[src/rtl/systolic_ctrl.sv]
// Sequencer for one systolic-array pass: weight load/write, stream, capture, unload.
// Optional SYS_CTRL_PERF_EN adds perf_cycles, the cycle count of the last completed pass.
`ifndef ARRAYWIDTH
`define ARRAYWIDTH 4
`endif
`ifndef ARRAYHEIGHT
`define ARRAYHEIGHT 4
`endif

module systolic_ctrl #(
    parameter int ARRAY_W = `ARRAYWIDTH,
    parameter int ARRAY_H = `ARRAYHEIGHT,
    parameter int NT_W    = 8
) (
    input  logic            clk,
    input  logic            rst,
    input  logic            start,
    input  logic            abort,
    input  logic [NT_W-1:0] num_tiles,
    output logic            busy,
    output logic            done,
    output logic [2:0]      state,
    output logic            wb_load_en,
    output logic            wb_out_en,
    output logic            write_weight_en,
    output logic            ib_load_en,
    output logic            ob_load_en,
    output logic            ob_out_en
`ifdef SYS_CTRL_PERF_EN
    ,
    output logic [15:0]     perf_cycles
`endif
);

    localparam int CW  = NT_W + 1;
    localparam int LAT = ARRAY_H + ARRAY_W - 2;

    typedef enum logic [2:0] {
        IDLE    = 3'd0,
        LOAD_W  = 3'd1,
        WRITE_W = 3'd2,
        COMPUTE = 3'd3,
        UNLOAD  = 3'd4,
        DONE    = 3'd5
    } state_e;

    state_e          st_q, st_d;
    logic [CW-1:0]   cnt_q, cnt_d;
    logic [NT_W-1:0] nt_q, nt_d;
    logic            busy_q, done_q, wbl_q, wbo_q, ib_q, obl_q, obo_q;

    logic [CW-1:0] nt_ext;
    logic [CW-1:0] w_last;
    logic [CW-1:0] comp_last;
    logic [CW-1:0] unl_last;

    assign nt_ext    = {1'b0, nt_q};
    assign w_last    = CW'(ARRAY_H - 1);
    assign comp_last = nt_ext + CW'(LAT - 1);
    assign unl_last  = nt_ext - CW'(1);

    always_comb begin
        st_d  = st_q;
        nt_d  = nt_q;
        cnt_d = cnt_q + CW'(1);
        case (st_q)
            IDLE: begin
                cnt_d = '0;
                if (start && !abort) begin
                    if (num_tiles != '0) begin
                        nt_d = num_tiles;
                        st_d = LOAD_W;
                    end else begin
                        st_d = DONE;
                    end
                end
            end
            LOAD_W: if (cnt_q == w_last) begin
                st_d  = WRITE_W;
                cnt_d = '0;
            end
            WRITE_W: if (cnt_q == w_last) begin
                st_d  = COMPUTE;
                cnt_d = '0;
            end
            COMPUTE: if (cnt_q == comp_last) begin
                st_d  = UNLOAD;
                cnt_d = '0;
            end
            UNLOAD: if (cnt_q == unl_last) begin
                st_d  = DONE;
                cnt_d = '0;
            end
            default: begin
                st_d  = IDLE;
                cnt_d = '0;
            end
        endcase
        // Cancel beats every other transition, including the DONE pulse.
        if (abort && st_q != IDLE) begin
            st_d  = IDLE;
            cnt_d = '0;
        end
    end

    always_ff @(posedge clk or posedge rst) begin
        if (rst) begin
            st_q   <= IDLE;
            cnt_q  <= '0;
            nt_q   <= '0;
            busy_q <= 1'b0;
            done_q <= 1'b0;
            wbl_q  <= 1'b0;
            wbo_q  <= 1'b0;
            ib_q   <= 1'b0;
            obl_q  <= 1'b0;
            obo_q  <= 1'b0;
        end else begin
            st_q   <= st_d;
            cnt_q  <= cnt_d;
            nt_q   <= nt_d;
            busy_q <= (st_d != IDLE);
            done_q <= (st_d == DONE);
            wbl_q  <= (st_d == LOAD_W);
            wbo_q  <= (st_d == WRITE_W);
            ib_q   <= (st_d == COMPUTE) && (cnt_d < {1'b0, nt_d});
            obl_q  <= (st_d == COMPUTE) && (cnt_d >= CW'(LAT));
            obo_q  <= (st_d == UNLOAD);
        end
    end

    assign state           = st_q;
    assign busy            = busy_q;
    assign done            = done_q;
    assign wb_load_en      = wbl_q;
    assign wb_out_en       = wbo_q;
    assign write_weight_en = wbo_q;
    assign ib_load_en      = ib_q;
    assign ob_load_en      = obl_q;
    assign ob_out_en       = obo_q;

`ifdef SYS_CTRL_PERF_EN
    logic [15:0] pc_q, pc_d, perf_q;

    always_comb begin
        if (st_q == IDLE)
            pc_d = 16'd1;
        else if (pc_q == 16'hFFFF)
            pc_d = pc_q;
        else
            pc_d = pc_q + 16'd1;
    end

    always_ff @(posedge clk or posedge rst) begin
        if (rst) begin
            pc_q   <= '0;
            perf_q <= '0;
        end else begin
            pc_q <= pc_d;
            if (st_d == DONE)
                perf_q <= pc_d;
        end
    end

    assign perf_cycles = perf_q;
`endif

endmodule

[config.mk]
export PLATFORM = sky130hd
export DESIGN_NAME = systolic_ctrl
export DESIGN_NICKNAME = d
export VERILOG_FILES = /design/src/rtl/systolic_ctrl.sv
export SDC_FILE = /design/constraint.sdc
export NUM_CORES = 1
export LEC_CHECK = 0
export ABC_AREA = 1
export ABC_CLOCK_PERIOD_IN_PS = 3800
export BUFFER_PORTS_ARGS = -buffer_cell sky130_fd_sc_hd__buf_2
export CAP_MARGIN = 20
export CORE_UTILIZATION = 55
export DETAILED_ROUTE_END_ITERATION = 8
export GPL_TIMING_DRIVEN = 0
export PLACE_DENSITY = 0.84
export SLEW_MARGIN = 20
export SYNTH_ARGS = -nofsm -noshare
export SYNTH_HDL_FRONTEND = slang
export SYNTH_SLANG_ARGS = --single-unit
[constraint.sdc]
create_clock -name clk -period 3.8 [get_ports clk]
set_input_delay 0.19 -clock clk [delete_from_list [all_inputs] [get_ports clk]]
set_output_delay 0.19 -clock clk [all_outputs]
set_load 0.01 [all_outputs]
==> impl_metrics.tcl <==
set metrics [dict create \
    swShare_pct 49.4 \
    ant_nets 0 \
    cts_tree "built" \
    gr-total-overflow 0 \
    synth_top_family_by_area "simple AND/OR/NAND/NOR gates" \
    crit_chain "inv_1 -> ha_1 -> inv_1 -> nand2_1 -> nand2_1 -> nor2_1 -> nand2_1 -> nor2_1 -> nand2_1 -> nor2_1 -> nand3_1 -> nand2_2 -> nand3_4 -> nand2_4 -> nor2_1 -> ha_1 -> a21oi_1 -> nand4_1 -> a21oi_1" \
    setup_violations 0 \
    relSlewSlack_pct 60.2 \
    numCtsBuffers 3 \
    coreArea_um2 3720 \
    fin_skew_ps 3.45 \
    initialDrtViolationCount 110 \
    yosysSeqAreaShare_pct 31.5 \
    power_frac_comb_pct 57.4 \
    synth_area_um2 2150 \
    antenna_found_initial 0 \
    switching_power_mw 0.683 \
    worstSkewPairLatency_ps 290 \
    start_kind "flip-flop" \
    nets 378 \
    p_per_area_nw_per_um2 576 \
    vias 2094 \
    worst-r2r-setup-slack_ps 930 \
    ctsHtreeMaxLevel 1 \
    num_io_pins 23 \
    route.detailed.drc 0 \
    maxCapViolations 0 \
    place_hpwl_um 3820 \
    synth-xor-area-share_pct 4.49 \
    synth-simple-area-share_pct 39.7 \
    die_area_um2 4160 \
    fin_total_pwr_mw 1.38 \
    final_min_period_over_clock_period_pct 75.6 \
    critPathBufInv 2 \
    track_usage_pct 24.9 \
    crit_arrival_ps 3090 \
    cpLargestDelayFamily "simple AND/OR/NAND/NOR gates" \
    p_int_mw 0.700 \
    seqPwrFrac_pct 30.4 \
    path_class "reg2reg" \
    clk_pin_slew_worst_paths_ps 90 \
    drt_wl_total_um 4890 \
    grt_pass1_vias 1858 \
    firstDrtPassIters 4 \
    r2r_start "nt_q[0]" \
    cp-end-kind "flip-flop" \
    slowest_delay_ps 440 \
    critical_path_peak_fanout 6 \
    max_freq_ghz 0.348 \
    fin_tns_setup_ps 0 \
    worstPathRequired_ps 4020 \
    cts_sinks 27 \
    synth_fa_ha_area_share_pct 5.24 \
    cts_setup_buffers 0 \
    die_height_um 64.5 \
    setup.worst_path.start "nt_q[0]" \
    muxShareOfSynthArea_pct 0 \
    hold_class "in2reg" \
    clock_path_buffers 2 \
    rr_worst_depth 19 \
    grt_pass1_wl_um 7970 \
    clockRootBuffer "clkbuf_8" \
    synth_cell_types 32 \
    syn_inst 328 \
    synth-seq-cells 27 \
    rsz0062_at_grt "false" \
    die_x_um 64.5 \
    synth_compound_area_share_pct 7.52 \
    io_buffers 22 \
    pwr-share-clk_pct 12.2 \
    grt_max_degree 28 \
    slowest_stage "dfrtp_1" \
    maxSlewViolCount 0 \
    crit_cells 19 \
    gp_congestion 0.892 \
    syn_to_final_growth_pct 11.8 \
    drive_above_1_share_pct 13.5 \
    tightest_slew_ps 597 \
    r2r-end "ib_load_en" \
    critPathCapture "ib_load_en" \
    wire_per_inst_um 12.1 \
    initial_core_util_pct 57.8 \
    hold_viol 0 \
    synth_fp_nets 349 \
    viasPerCell 5.18 \
    vdd_drop_max_uv 415 \
    n_antenna_cell 0 \
    synth_area_per_cell_um2 6.55 \
    min_period_ps 2870 \
    ys_warn_count 0 \
    status "finished, final reports clean" \
    p_leak_nw 1.37 \
    core.rowCount 22 \
]
stage by stage:
step                      instance area, um2  hold WS [ps]  std cells  util (%)  setup WS (ps)
after floorplan                         2150           243        328         -           1370
after global placement                  2320           431        398      62.4            992
after detailed placement                2320           441        398      62.4            934
after CTS                               2360           144        402      63.6            903
after global routing                    2400           167        404      64.6            632
final                                   2400           150        404      64.6            929
state kept, by name, indices dropped and copies added (netlist names):
signal,cells
done,1
busy,1
ob_load_en,1
state,3
ib_load_en,1
cnt_q,9
ob_out_en,1
wb_load_en,1
nt_q,8
wb_out_en,1
timing repair:
item,4_1_cts,5_1_grt
endpoints found under the hold margin,0,7
hold buffers,0,1
gates resized for setup,0,0
worst min path at each step:
stage	start	endpoint	slack, ps	cells past startpoint
6_report	num_tiles[0]	nt_q[0]	150	3
3_3_place_gp	num_tiles[0]	nt_q[0]	430	3
2_1_floorplan	rst	busy	240	1
3_5_place_dp	num_tiles[0]	nt_q[0]	440	3
5_1_grt	num_tiles[0]	nt_q[0]	170	3
4_1_cts	num_tiles[0]	nt_q[0]	140	3
power groups by stage:
stage | Combinational, mW | Sequential (mW) | Clock [mW]
after detailed placement | 0.781 | 0.424 | 0
after global placement | 0.757 | 0.420 | 0
final | 0.794 | 0.421 | 0.169
after CTS | 0.783 | 0.418 | 0.169
after global routing | 0.917 | 0.428 | 0.180
after floorplan | 0.623 | 0.409 | 0
cell usage in the layout (no fill, tap or decap), types with 2 or more instances in the layout:
| cell type | count |
|---|---|
| a21boi_0 | 7 |
| a21oi_1 | 6 |
| a31oi_1 | 2 |
| buf_2 | 26 |
| buf_4 | 2 |
| clkbuf_8 | 3 |
| dfrtp_1 | 27 |
| ha_1 | 9 |
| inv_1 | 55 |
| nand2_1 | 102 |
| nand2_2 | 4 |
| nand3_1 | 23 |
| nand4_1 | 6 |
| nor2_1 | 40 |
| nor2_2 | 4 |
| nor3_1 | 4 |
| nor4_1 | 3 |
| o211ai_1 | 3 |
| o21ai_0 | 3 |
| xnor2_1 | 3 |
| xor2_1 | 8 |
cell type report:
| type | count | area, um2 |
|---|---|---|
| Clock inverter | 1 | 5.00 |
| Tap cell | 48 | 60.1 |
| Fill cell | 342 | 1320 |
| Timing Repair Buffer | 24 | 148 |
| Buffer | 6 | 35.0 |
| Sequential cell | 27 | 676 |
| Multi-Input combinational cell | 238 | 1220 |
| Inverter | 57 | 214 |
| Clock buffer | 3 | 41.3 |
metal layers:
layer / vias to the layer above / wire, um / GRT usage (%)
met4: 0 / 78 / 10.6
met2: 46 / 2300 / 41.8
met3: 5 / 153 / 2.64
met5: - / 0 / 0
li1: 1086 / - / -
met1: 957 / 2360 / 32.5
synth_stat cells (all sizes together):
library cell    n  area (um2)
a21oi           6        30.0
nor2           44         175
nand3          24         133
a31oi           2        12.5
xor2            8        70.1
dfrtp          27         676
nand4           6        37.5
nor3b           2        20.0
nor3            5        30.0
o21a            1        7.51
inv            57         214
o211ai          3        22.5
nand3b          1        11.3
xnor2           3        26.3
buf             6        35.0
o21ai           5        28.8
a211oi          1        7.51
ha              9         113
or4             1        7.51
a21boi          7        52.6
nand2         107         419
nor4            3        18.8
cell families after synthesis:
logic type	after synthesis
simple gates	193
buf+inv	63
flops	27
compound gates	25
xor+xnor	11
fa+ha+maj	9
worst register-to-register path, cell delays in order, from the launching register on:
cell and delay [ps]:
dfrtp_1 440, inv_1 140, ha_1 320, inv_1 40, nand2_1 60, nand2_1 50, nor2_1 140, nand2_1 70
nor2_1 110, nand2_1 70, nor2_1 80, nand3_1 100, nand2_2 120, nand3_4 120, nand2_4 130, nor2_1 80
ha_1 330, a21oi_1 160, nand4_1 120, a21oi_1 120
No activity file was read; power rests on OpenSTA's default activity.
